`src/rtl/pipeline_pkg.sv`:
```
// pipeline_pkg: shared opcodes, ALU encodings and widths for the 5-stage core
package pipeline_pkg;
  localparam int DEF_XLEN = 32;
  localparam int REG_W = 5;
  localparam logic [6:0] OP_LOAD = 7'b0000011;
  localparam logic [6:0] OP_STORE = 7'b0100011;
  localparam logic [6:0] OP_RTYPE = 7'b0110011;
  localparam logic [6:0] OP_ITYPE = 7'b0010011;
  localparam logic [6:0] OP_BRANCH = 7'b1100011;
  localparam logic [2:0] ALU_ADD = 3'b000;
  localparam logic [2:0] ALU_SUB = 3'b001;
  localparam logic [2:0] ALU_AND = 3'b010;
  localparam logic [2:0] ALU_OR = 3'b011;
  localparam logic [2:0] ALU_SLT = 3'b101;
endpackage

```
`src/rtl/load_use_detect.sv`:
```
// load_use_detect: flags a Decode instruction that reads the destination of a load in Execute
module load_use_detect
  import pipeline_pkg::*;
(
  input  logic             i_valid_e,
  input  logic             i_load_e,
  input  logic [REG_W-1:0] i_rd_e,
  input  logic [REG_W-1:0] i_rs1_d,
  input  logic [REG_W-1:0] i_rs2_d,
  input  logic             i_valid_d,
  input  logic             i_pcsrc_e,
  output logic             o_lw_stall
);
  // rs2 is compared for every format; an occasional spurious stall is harmless
  assign o_lw_stall = i_valid_e & i_load_e & (i_rd_e != '0) &
                      ((i_rd_e == i_rs1_d) | (i_rd_e == i_rs2_d)) & i_valid_d & ~i_pcsrc_e;
endmodule

```
`src/rtl/id_ex_stage.sv`:
```
// id_ex_stage: ID/EX register with load-use stall, branch flush and saturating event counters
module id_ex_stage
  import pipeline_pkg::*;
#(
  parameter int XLEN = DEF_XLEN,
  parameter int CNT_W = 16
) (
  input  logic             clk,
  input  logic             rst,
  input  logic             RegWriteD,
  input  logic             ALUSrcD,
  input  logic             MemWriteD,
  input  logic             ResultSrcD,
  input  logic             BranchD,
  input  logic [2:0]       ALUControlD,
  input  logic [XLEN-1:0]  RD1D,
  input  logic [XLEN-1:0]  RD2D,
  input  logic [XLEN-1:0]  ImmExtD,
  input  logic [XLEN-1:0]  PCD,
  input  logic [4:0]       Rs1D,
  input  logic [4:0]       Rs2D,
  input  logic [4:0]       RdD,
  input  logic             ValidD,
  input  logic             PCSrcE,
  output logic             RegWriteE,
  output logic             ALUSrcE,
  output logic             MemWriteE,
  output logic             ResultSrcE,
  output logic             BranchE,
  output logic [2:0]       ALUControlE,
  output logic [XLEN-1:0]  RD1E,
  output logic [XLEN-1:0]  RD2E,
  output logic [XLEN-1:0]  ImmExtE,
  output logic [XLEN-1:0]  PCE,
  output logic [4:0]       Rs1E,
  output logic [4:0]       Rs2E,
  output logic [4:0]       RdE,
  output logic             ValidE,
  output logic             StallF,
  output logic             StallD,
  output logic             FlushD,
  output logic [CNT_W-1:0] StallCnt,
  output logic [CNT_W-1:0] FlushCnt
);
  logic w_lw_stall;
  logic w_bubble;
  load_use_detect u_lud (
    .i_valid_e(ValidE),
    .i_load_e(ResultSrcE),
    .i_rd_e(RdE),
    .i_rs1_d(Rs1D),
    .i_rs2_d(Rs2D),
    .i_valid_d(ValidD),
    .i_pcsrc_e(PCSrcE),
    .o_lw_stall(w_lw_stall)
  );
  assign w_bubble = PCSrcE | w_lw_stall;
  assign StallF = w_lw_stall;
  assign StallD = w_lw_stall;
  assign FlushD = PCSrcE;
  always_ff @(posedge clk or posedge rst) begin
    if (rst) begin
      {RegWriteE, ALUSrcE, MemWriteE, ResultSrcE, BranchE, ValidE} <= '0;
      ALUControlE <= '0;
      {RD1E, RD2E, ImmExtE, PCE} <= '0;
      {Rs1E, Rs2E, RdE} <= '0;
    end else if (w_bubble) begin
      {RegWriteE, ALUSrcE, MemWriteE, ResultSrcE, BranchE, ValidE} <= '0;
      ALUControlE <= '0;
      RdE <= '0;
    end else begin
      // an empty Decode slot enters Execute with every control bit cleared
      {RegWriteE, ALUSrcE, MemWriteE, ResultSrcE, BranchE} <=
        {RegWriteD, ALUSrcD, MemWriteD, ResultSrcD, BranchD} & {5{ValidD}};
      ALUControlE <= ValidD ? ALUControlD : 3'b000;
      ValidE <= ValidD;
      {RD1E, RD2E, ImmExtE, PCE} <= {RD1D, RD2D, ImmExtD, PCD};
      {Rs1E, Rs2E, RdE} <= {Rs1D, Rs2D, RdD};
    end
  end
  always_ff @(posedge clk or posedge rst) begin
    if (rst) begin
      StallCnt <= '0;
      FlushCnt <= '0;
    end else begin
      if (w_lw_stall && !(&StallCnt)) StallCnt <= StallCnt + 1'b1;
      if (PCSrcE && !(&FlushCnt)) FlushCnt <= FlushCnt + 1'b1;
    end
  end
endmodule
```
`config.mk`:
```
export PLATFORM = sky130hd
export DESIGN_NAME = id_ex_stage
export DESIGN_NICKNAME = d
export VERILOG_FILES = /design/src/rtl/pipeline_pkg.sv /design/src/rtl/load_use_detect.sv /design/src/rtl/id_ex_stage.sv
export SDC_FILE = /design/constraint.sdc
export NUM_CORES = 1
export LEC_CHECK = 0
export CAP_MARGIN = 0
export CORE_MARGIN = 4
export CORE_UTILIZATION = 29
export DETAILED_ROUTE_END_ITERATION = 10
export GPL_ROUTABILITY_DRIVEN = 0
export PLACE_DENSITY_LB_ADDON = 0.1
export SLEW_MARGIN = 30
export SYNTH_ARGS = -nofsm -noshare
export SYNTH_HDL_FRONTEND = slang
export SYNTH_HIERARCHICAL = 1
export SYNTH_SLANG_ARGS = --single-unit
```
`constraint.sdc`:
```
create_clock -name clk -period 21.2 [get_ports clk]
set_input_delay 5.3 -clock clk [delete_from_list [all_inputs] [get_ports clk]]
set_output_delay 5.3 -clock clk [all_outputs]
set_load 0.05 [all_outputs]
```
==> flow_metrics.env <==
export IMPL_synth_nets=639
export IMPL_yosysTopAreaCell="dfrtp_1"
export IMPL_layout_drive_gt1_share_pct=22.5
export IMPL_drt_vias_per_instance=4.54
export IMPL_synth_area_um2=7300
export IMPL_clk_pin_slew_ns=0.07
export IMPL_antenna_found_initial=4
export IMPL_start_util_pct=29.7
export IMPL_crit_family="buffers and inverters"
export IMPL_slew_violations=0
export IMPL_critPathMostFrequentCell="clkdlybuf4s50_1"
export IMPL_fmax_ghz=0.0747
export IMPL_die_area_um2=27800
export IMPL_postSynthAreaPerCell_um2=15.1
export IMPL_p_int_mw=0.670
export IMPL_grt_overflow=0
export IMPL_slew_headroom_pct=38.5
export IMPL_setup_violations_final=0
export IMPL_power_leakage_nw=4.87
export IMPL_postSynthCellCount=482
export IMPL_rr_endpoint="PCE[5]"
export IMPL_rsz0062_at_grt="false"
export IMPL_drt_iter0_markers=246
export IMPL_routed_wl_um=22200
export IMPL_yosysSeqAreaShare_pct=63.1
export IMPL_endpoint_kind="output pin"
export IMPL_cp_arrival_ns=8.08
export IMPL_grt_max_degree=109
export IMPL_clockBufferDepth=2
export IMPL_core_area_um2=24500
export IMPL_startpoint="Rs1D[0]"
export IMPL_cts_tree="done"
export IMPL_cts_root_buf="clkbuf_16"
export IMPL_status="complete, no violations"
export IMPL_p_sw_share_pct=34.5
export IMPL_holdBufCountCts=0
export IMPL_power_frac_comb_pct=28.2
export IMPL_wl_met1_um=8320
export IMPL_synth_top_area_share_pct=63.1
export IMPL_power_switching_mw=0.352
export IMPL_area_delta_synth_final_pct=60.0
export IMPL_track_usage_pct=15.9
export IMPL_layout_commonest_cell="clkdlybuf4s50_1"
export IMPL_cap_violations=0
export IMPL_cp_required_ns=15.90
export IMPL_r2r_start="RdE[2]"
export IMPL_cts_repair_resized=0
export IMPL_fp_dieH_um=167
export IMPL_drc_errors=0
export IMPL_synthTopCellsByArea="dfrtp_1 (63%), mux2_2 (21%), xor2_1 (2.8%)"
export IMPL_num_rows=57
export IMPL_final_hold_viol_count=0
export IMPL_wl_met3_um=2240
export IMPL_cp_depth=6
export IMPL_post_route_min_period_ns=13.38
export IMPL_power_density_nw_per_um2=87.5
export IMPL_r2r_cells=7
export IMPL_fin_hold_ws_ns=0.508
export IMPL_cp_cell_sequence="clkdlybuf4s50_1 > xor2_1 > nor3_1 > nand3_1 > a221oi_2 > clkdlybuf4s50_1"
export IMPL_postCtsSetupRepairBufs=0
export IMPL_peakVddDrop_v=0.0000618
export IMPL_cts_max_level=4
export IMPL_synth_edf_count=0
export IMPL_grt_pass1_vias=6017
export IMPL_cpMaxStageDelayCell="clkdlybuf4s50_1"
export IMPL_ys_warn_count=6
export IMPL_nNetsFinal=985
export IMPL_first_pass_iters=4
export IMPL_clockPowerShare_pct=31.4
export IMPL_regToRegSetupSlack_ns=17.96
export IMPL_start_kind="primary input"
export IMPL_slowest_delay_ns=0.94
export IMPL_ant_nets=0
export IMPL_via_count=5288
export IMPL_post_route_period_util_pct=63.1
export IMPL_critPathBufInv=2
export IMPL_crit_type="primary input to output pin"
export IMPL_post_dp_hpwl_um=16800
export IMPL_synth_cell_type_count=40
export IMPL_wl_per_cell_um=19.0
export IMPL_final_cell_mix="clkdlybuf4s50_1 (341), dfrtp_1 (184), mux2_2 (139)"
export IMPL_synth_seq_cells=184
export IMPL_dieWidth_um=167
export IMPL_clock_skew_ns=0.0159
export IMPL_dr_max_layer_used="met5"
export IMPL_async_flop_share_pct=100
export IMPL_wl_met2_um=11000
export IMPL_sequentialPowerShare_pct=40.4
export IMPL_synthFlopType="dfrtp_1"
export IMPL_ioPinCount=342
export IMPL_portBuffers=341
export IMPL_finalSetupTns_ns=0
export IMPL_cp_endpoint="StallF"
export IMPL_hp_start="RD1E[21]"
export IMPL_clock_sinks=184
export IMPL_grt_pass1_wl_um=34800
export IMPL_insertion_delay_ns=0.43
export IMPL_worstMarginPinSlew_ns=0.920
export IMPL_cts_buffers=17
export IMPL_min_path_type="flop to flop"
export IMPL_power_mw=1.02
export IMPL_cp_max_fo=8
-- sequential cells by signal, summed over array words and instances (netlist names) --
name	cells
Rs2E	5
RegWriteE	1
BranchE	1
ImmExtE	32
PCE	32
ResultSrcE	1
Rs1E	5
ALUSrcE	1
RD2E	32
FlushCnt	16
RD1E	32
ValidE	1
ALUControlE	3
MemWriteE	1
RdE	5
StallCnt	16
-- logic make-up after synthesis --
logic type      count (synthesis)  synth area share (%)
flops                         184                  63.1
mux                           141                  21.8
simple gates                   87                  7.70
xor+xnor                       35                  4.20
buf+inv                        20                  1.39
compound gates                 13                  1.46
fa+ha+maj                       2                 0.343
-- power groups by stage --
stage	Sequential [mW]	Combinational, mW	Clock [mW]
floorplan	0.536	0.0519	0
global placement	0.417	0.289	0
detailed placement	0.419	0.292	0
CTS	0.413	0.292	0.332
global route	0.418	0.302	0.348
finish	0.413	0.289	0.321
-- cell usage after synthesis, types with 3 or more instances --
cell,number
nor4_1,4
nand4_2,3
and2_1,6
nor2_1,8
mux2_2,139
nand2_1,7
a21oi_1,5
nor3_1,11
and4_1,6
nand4_1,6
dfrtp_1,184
and3_1,11
nand3_1,12
xor2_1,23
xnor2_1,12
buf_2,15
-- how the worst min path moves through the flow --
stage | endpoint | cells past startpoint
CTS | RD1E[9] | 1
global route | PCE[4] | 1
detailed placement | RD2E[19] | 1
global placement | RD1E[21] | 1
floorplan | StallCnt[6] | 1
finish | RD1E[21] | 1
-- metrics by stage --
stage | area, µm² | std cells | utilization [%] | setup WS [ns]
floorplan | 7300 | 482 | - | 8.76
global placement | 11100 | 1132 | 45.1 | 7.85
detailed placement | 11100 | 1133 | 45.2 | 7.83
CTS | 11700 | 1164 | 47.6 | 7.82
global route | 11700 | 1166 | 47.6 | 7.66
finish | 11700 | 1166 | 47.6 | 7.82
-- cell type report --
class,instances,area (µm²)
diodes,2,5.00
multi-input cells,278,2600
clock buffers,18,439
repair buffers,345,3460
flip-flops and latches,184,4600
well taps,324,405
inverters,2,15.0
clock inverters,13,150
fillers,2194,12900
-- metal layers --
metal  track usage [%]  vias up
met1              17.5     2612
met4              5.73        4
met5                 0        -
li1                  -     2415
met3              7.63       41
met2              27.0      216
(Power assumes the default switching activity.)
